`src/rtl/spi_byte_ctrl.sv`:
```
// SPI mode-0 single-byte master sequencer driving an external universal shift register.
// Define SPI_LSB_FIRST_EN to shift right and put the LSB on the wire first.
module spi_byte_ctrl #(
    parameter int unsigned CLK_DIV = 2
) (
    input  logic       i_clk,
    input  logic       i_rst_n,
    input  logic [7:0] i_tx_data,
    input  logic       i_tx_valid,
    output logic       o_tx_ready,
    output logic [7:0] o_rx_data,
    output logic       o_rx_valid,
    output logic       o_sclk,
    output logic       o_cs_n,
    output logic       o_mosi,
    input  logic       i_miso,
    output logic       o_sr_s0,
    output logic       o_sr_s1,
    output logic       o_sr_oe0,
    output logic       o_sr_oe1,
    output logic [7:0] o_sr_parallel,
    output logic       o_sr_serial,
    input  logic [7:0] i_sr_parallel
);

    typedef enum logic [2:0] {
        S_IDLE,
        S_LOAD,
        S_LOW,
        S_HIGH,
        S_TRAIL,
        S_DONE
    } state_e;

    localparam logic [7:0] DIV_LAST = 8'(CLK_DIV - 1);

    // Mode selects packed as {s0, s1}
    localparam logic [1:0] SEL_HOLD = 2'b00;
    localparam logic [1:0] SEL_LOAD = 2'b11;
`ifdef SPI_LSB_FIRST_EN
    localparam logic [1:0] SEL_SHIFT = 2'b10;
    localparam int unsigned MOSI_BIT = 0;
`else
    localparam logic [1:0] SEL_SHIFT = 2'b01;
    localparam int unsigned MOSI_BIT = 7;
`endif

    state_e     state_q, state_d;
    logic [7:0] div_q, div_d;
    logic [2:0] bit_q, bit_d;
    logic       miso_q, miso_d;
    logic       sclk_q, sclk_d;
    logic       cs_n_q, cs_n_d;
    logic       ready_q, ready_d;
    logic       rx_valid_q, rx_valid_d;
    logic [7:0] rx_data_q, rx_data_d;
    logic [7:0] tx_q, tx_d;
    logic       div_end;
    logic [1:0] sr_sel;

    assign div_end = (div_q == DIV_LAST);

    always_comb begin
        state_d   = state_q;
        bit_d     = bit_q;
        miso_d    = miso_q;
        tx_d      = tx_q;
        rx_data_d = rx_data_q;
        sr_sel    = SEL_HOLD;

        unique case (state_q)
            S_IDLE: begin
                if (i_tx_valid && ready_q) begin
                    tx_d    = i_tx_data;
                    state_d = S_LOAD;
                end
            end
            S_LOAD: begin
                sr_sel  = SEL_LOAD;
                state_d = S_LOW;
            end
            S_LOW: begin
                if (div_end) begin
                    miso_d  = i_miso;
                    state_d = S_HIGH;
                end
            end
            S_HIGH: begin
                if (div_end) begin
                    // register shifts on the same edge that drops sclk
                    sr_sel  = SEL_SHIFT;
                    bit_d   = bit_q + 3'd1;
                    state_d = (bit_q == 3'd7) ? S_TRAIL : S_LOW;
                end
            end
            S_TRAIL: begin
                if (div_end) begin
                    state_d = S_DONE;
                end
            end
            S_DONE: begin
                bit_d   = 3'd0;
                state_d = S_IDLE;
            end
            default: begin
                state_d = S_IDLE;
            end
        endcase

        if (state_d != state_q || state_q == S_IDLE) begin
            div_d = 8'd0;
        end else begin
            div_d = div_q + 8'd1;
        end

        if (state_d == S_DONE && state_q != S_DONE) begin
            rx_data_d = i_sr_parallel;
        end

        sclk_d     = (state_d == S_HIGH);
        cs_n_d     = (state_d == S_IDLE) || (state_d == S_DONE);
        ready_d    = (state_d == S_IDLE);
        rx_valid_d = (state_d == S_DONE);
    end

    always_ff @(posedge i_clk or negedge i_rst_n) begin
        if (!i_rst_n) begin
            state_q    <= S_IDLE;
            div_q      <= 8'd0;
            bit_q      <= 3'd0;
            miso_q     <= 1'b0;
            sclk_q     <= 1'b0;
            cs_n_q     <= 1'b1;
            ready_q    <= 1'b0;
            rx_valid_q <= 1'b0;
            rx_data_q  <= 8'd0;
            tx_q       <= 8'd0;
        end else begin
            state_q    <= state_d;
            div_q      <= div_d;
            bit_q      <= bit_d;
            miso_q     <= miso_d;
            sclk_q     <= sclk_d;
            cs_n_q     <= cs_n_d;
            ready_q    <= ready_d;
            rx_valid_q <= rx_valid_d;
            rx_data_q  <= rx_data_d;
            tx_q       <= tx_d;
        end
    end

    assign o_tx_ready    = ready_q;
    assign o_rx_data     = rx_data_q;
    assign o_rx_valid    = rx_valid_q;
    assign o_sclk        = sclk_q;
    assign o_cs_n        = cs_n_q;
    assign o_mosi        = i_sr_parallel[MOSI_BIT];
    assign o_sr_s0       = sr_sel[1];
    assign o_sr_s1       = sr_sel[0];
    assign o_sr_oe0      = 1'b0;
    assign o_sr_oe1      = cs_n_q;
    assign o_sr_parallel = tx_q;
    assign o_sr_serial   = miso_q;

endmodule

```
`config.mk`:
```
export PLATFORM = sky130hd
export DESIGN_NAME = spi_byte_ctrl
export DESIGN_NICKNAME = d
export VERILOG_FILES = /design/src/rtl/spi_byte_ctrl.sv
export SDC_FILE = /design/constraint.sdc
export NUM_CORES = 1
export LEC_CHECK = 0
export CAP_MARGIN = 20
export CORE_MARGIN = 2
export CORE_UTILIZATION = 55
export CTS_BUF_LIST = sky130_fd_sc_hd__clkbuf_16
export DETAILED_ROUTE_END_ITERATION = 12
export DONT_BUFFER_PORTS = 1
export GPL_TIMING_DRIVEN = 0
export HOLD_SLACK_MARGIN = 0.02
export PLACE_DENSITY = 0.78
export SYNTH_ARGS = -nofsm -noshare
export SYNTH_HDL_FRONTEND = slang
export SYNTH_SLANG_ARGS = --single-unit
```
`constraint.sdc`:
```
create_clock -name i_clk -period 1.65 [get_ports i_clk]
set_input_delay 0.33 -clock i_clk [delete_from_list [all_inputs] [get_ports i_clk]]
set_output_delay 0.33 -clock i_clk [all_outputs]
set_load 0.005 [all_outputs]
```
Yosys cells after proc, flatten, opt, wreduce, memory -nomap -nowiden
Index checks and enable logic that the tools add are counted.
- register bits after elaboration: 35
- input port bits: 20
- output and inout bits: 26
- reductions and logical operators: 10
- muxes and demuxes: 11
- add/subtract/negate cells: 2
- equality and inequality tests: 12
- operator list (kind ; count):
    $mux W3 ; 6
    $pmux W3 S5 ; 1
    $eq A3 B3 Y1 const B ; 4
    $eq A3 B2 Y1 const B ; 3
    $add A8 B1 Y8 const B ; 1
    $eq A8 B1 Y1 const B ; 1
    $mux W8 ; 1
    $logic_not A3 Y1 ; 2
    $pmux W3 S2 ; 1
    $reduce_and A2 Y1 ; 3
    $pmux W2 S2 ; 1
    $add A3 B1 Y3 const B ; 1
    $eq A3 B1 Y1 const B ; 1
    $ne A3 B3 Y1 ; 1
    $ne A3 B3 Y1 const B ; 1
    $logic_and A1 B1 Y1 ; 2
    $logic_or A1 B1 Y1 ; 2
    $ne A2 B2 Y1 const B ; 1
    $reduce_bool A2 Y1 ; 1
    $mux W1 ; 1

Logic depth before layout (Yosys ltp)
- depth after elaboration: 7
- mapped depth: 6

Worst setup path after synthesis
Ideal clock, no wire load.
- kind: register to register
- start point: register div_q[1]
- end point: register rx_data_q[0], in the netlist o_rx_data[0]
- period minus slack after synthesis: 1.641 ns
- setup time: 0.125 ns
- required time: 1.525 ns
- setup slack: 0.009 ns
- stages on the path, launching flop included: 7
- arrival: 1.517 ns
- cell sequence: dfrtp_1 inv_1 ha_1 nor4b_4 nand3_2 clkinv_2 mux2_2
- longest elaborated chain between the ends: 5
- RTL lines (element ; line ; RTL):
    from (decl) ; 49 ; logic [7:0] div_q, div_d;
    from (signal assigned) ; 140 ; div_q <= div_d;
    $eq A8 B1 Y1 * ; 61 ; assign div_end = (div_q == DIV_LAST);
    $mux W3, on equally long branches ; 97, 83, 89 ;
    $pmux W3 S5 * ; 71 ; unique case (state_q)
    $eq A3 B3 Y1 * ; -- ;
    named net rx_valid_d ; 55 ; logic rx_valid_q, rx_valid_d;
    $logic_and A1 B1 Y1 * ; 116 ; if (state_d == S_DONE && state_q != S_DONE) begin
    to (signal assigned) ; 147 ; rx_data_q <= rx_data_d;
    to (decl) ; 56 ; logic [7:0] rx_data_q, rx_data_d;
The timed path passes the listed nets; every way through them passes the cells marked *.
A chain may end at the register's enable or synchronous reset.

Worst setup path in the final report
- start point: register div_q[1]
- end point: output port o_sr_s1
- longest elaborated chain between the ends: 3
- RTL lines (element ; line ; RTL):
    $eq A8 B1 Y1 ; 61 ;
    $mux W1 ; 89 ; if (div_end) begin
    $pmux W2 S2 ; 71 ;
    to (decl) ; 18 ; output logic o_sr_s1,
No other way between the ends.

==> reports/qor.csv <==
metric;value;unit
start_kind;flip-flop;
irDropWorstVdd;1220;uV
htreeDepth;2;
port_buffers;0;
path_class;flip-flop to output pin;
track_usage;0.227;
r2r_cells;7;
slew_violations;0;
drv_cap;0;
path_clk_slew;0.06;ns
fp.dieH;58.5;um
num_vias;1146;
drt-vias-per-instance;6.03;
fill_cells;176;
synth-seq-cells;35;
slew_headroom;0.664;
min_period;1.76;ns
routedWlPerCell;19.8;um
nNetsFinal;182;
crit_arrival;1.43;ns
ys_warn_count;0;
dpl.hpwl;2100;um
synthTopCellsByArea;dfrtp_1 (52%), mux2_2 (12%), ha_1 (3.1%), a21oi_1 (2.5%), a311o_1 (1.8%);
ant_nets;0;
synth_edf_count;0;
failed_checks;negative setup slack;
drt_pass1_iterations;4;
whs_endpoint;o_rx_data[0];
dieArea;3420;um^2
drtIter0Drc;56;
rows;19;
worstMarginPinSlew;0.501;ns
ctsLongestPathBuffers;2;
hold_path_depth;1;
critPathBufInv;1;
stdcell_count;190;
timing.reg2reg.setup_slack;-0.10;ns
gp_congestion;0.758;
dpl.cell_count;165;
initial_core_util;0.587;
grt_max_degree;36;
synth_nets;158;
io_pins;46;
endpoint_kind;output pin;
clock_latency;0.28;ns
core-area;2780;um^2
power.density;1600;nW/um^2
grt_overflow;0;
dieWidth;58.5;um
diodes;0;
antenna_found_initial;0;
hold_viol_final;0;
ys.flop_type;dfrtp_1;
cpLargestDelayFamily;simple AND/OR/NAND/NOR gates;
layout-drive-gt1-share;0.421;
rr_endpoint;o_sr_serial;
cts.sinks;35;
drcViolationCount;0;
cts_buffers;5;
critPathSlowestCell;dfrtp_1;
clock-skew-final;0.00790;ns
avgSynthCellArea;12.2;um^2
synthCells;134;
p_leak;0.910;nW
first_global_vias;1178;
cp_max_fo;3;
root_buffer;clkbuf_16;
hold_path.startpoint;i_sr_parallel[0];
cp_slowest_stage_delay;0.39;ns
ys_async_sr_fraction;1.00;
synthToLayoutAreaGrowth;27.7;%
worst_hold_slack;0.190;ns
setup_ws;-0.108;ns
netlist.area_leader.share;0.521;
crit_chain;inv_2, ha_4, nor4b_4, nand2_1, a21oi_2;
cts_tree;built;
seq_area_frac_synth;0.538;
hold_path.class;input port to flip-flop;
setup_viol;12;
grt_pass1_wl;5520;um
rsz0062_at_grt;true;
fmax;0.569;GHz
fin_crit_sh;1.07;
total_power;0.00333;W
worstPathRequired;1.32;ns
dpl_worst_slack;-0.264;ns
synthDistinctLibCells;38;
status;finished with violations;
yosysTopAreaCell;dfrtp_1;
synth.cell_area;1630;um^2
r2r-start;div_q[1];
route.final.wire_length;3750;um
==> cell usage after synthesis, types with 2 or more instances <==
cell type,instances
nor2_1,8
a311o_1,3
dfrtp_1,34
buf_4,3
xnor2_1,2
buf_2,3
ha_1,4
inv_1,2
mux2_2,17
nand3_1,4
nand2_1,5
and2_1,2
a21oi_1,8
xor2_1,3
o21ai_0,5
nor2b_1,4
or3_1,3
nand2b_1,3
a21boi_0,2
==> worst max path at each step <==
| stage | start | end | slack, ns | cells after the start |
|---|---|---|---|---|
| after global placement | div_q[1] | o_rx_data[3] | -0.18 | 6 |
| after CTS | div_q[1] | o_sr_s1 | -0.14 | 5 |
| after floorplan | div_q[1] | o_rx_data[0] | 0.009 | 6 |
| final | div_q[1] | o_sr_s1 | -0.11 | 5 |
| after detailed placement | div_q[1] | o_rx_data[3] | -0.26 | 6 |
| after global routing | div_q[1] | o_sr_s1 | -0.16 | 5 |
==> worst reg2reg max path, stage by stage, from the launching register on <==
cell	delay [ns]
dfrtp_1	0.39
inv_2	0.08
ha_4	0.13
nor4b_4	0.27
buf_4	0.21
buf_6	0.10
nand4b_1	0.15
mux2_2	0.31
==> sequential cells by signal (all words and copies together), names as in the netlist, 3 cells and up <==
signal         count
state_q            3
bit_q              3
o_sr_parallel      8
div_q              8
o_rx_data          8
==> area by class of cell <==
class	instances	area, um^2	share of cell area
clock buffer	5	125	0.0601
timing repair buffer	17	150	0.0721
tap	31	38.8	0.0186
inverter	3	16.3	0.00781
multi-input combinational	88	776	0.372
clock inverter	3	43.8	0.0210
sequential	35	878	0.422
timing repair inverter	1	6.26	0.00300
buffer	7	48.8	0.0234
==> placed cells by master, fill, tap and decap left out, drive strengths merged, types with 2 or more instances in the layout <==
cell / Yosys / routed
a21boi: 2 / 2
a21oi: 8 / 8
a311o: 3 / 3
and2: 3 / 3
buf: 7 / 22
clkbuf: 1 / 6
clkinv: 1 / 3
dfrtp: 34 / 34
ha: 4 / 4
inv: 2 / 3
mux2: 17 / 17
nand2: 5 / 5
nand2b: 3 / 3
nand3: 5 / 5
nor2: 8 / 8
nor2b: 4 / 4
o21ai: 5 / 5
or3: 3 / 3
xnor2: 2 / 2
xor2: 3 / 3
==> power by group <==
part           switching [W]  total (W)  leakage [nW]  internal [W]
Sequential          0.000140    0.00116         0.434       0.00102
Clock               0.000356    0.00107        0.0838      0.000711
Combinational       0.000530    0.00110         0.392      0.000567
Total                0.00103    0.00333         0.910       0.00230
==> through the flow <==
step	utilization	TNS, ns	area, um^2
floorplan	-	0	1630
global placement	0.601	-1.74	1670
detailed placement	0.601	-3.82	1670
CTS	0.711	-1.16	1980
global route	0.749	-1.42	2080
finish	0.749	-0.921	2080
==> what timing repair did <==
action                     CTS  global route
cloned                       0             1
pin swaps                    2             4
setup buffers               10             7
gates resized for setup      8            20
setup endpoints to repair   33            16
hold buffers                 2             0
hold endpoints to repair    35             0
==> kinds of logic after synthesis <==
logic type / Yosys count / synth area share
AND/OR/NAND/NOR: 38 / 0.151
XOR/XNOR: 5 / 0.0268
adder cells (fa/ha/maj): 4 / 0.0307
other: 1 / 0.00230
multiplexers: 17 / 0.117
flip-flops: 35 / 0.538
buffers and inverters: 11 / 0.0399
AO/OA/AOI/OAI: 23 / 0.0943
==> metal layers <==
metal / global-route usage / part of all wire
met5: 0 / 0
met4: 0.110 / 0.025
met3: 0.0571 / 0.058
met2: 0.395 / 0.53
met1: 0.261 / 0.39
No activity file was read; power rests on OpenSTA's default activity.
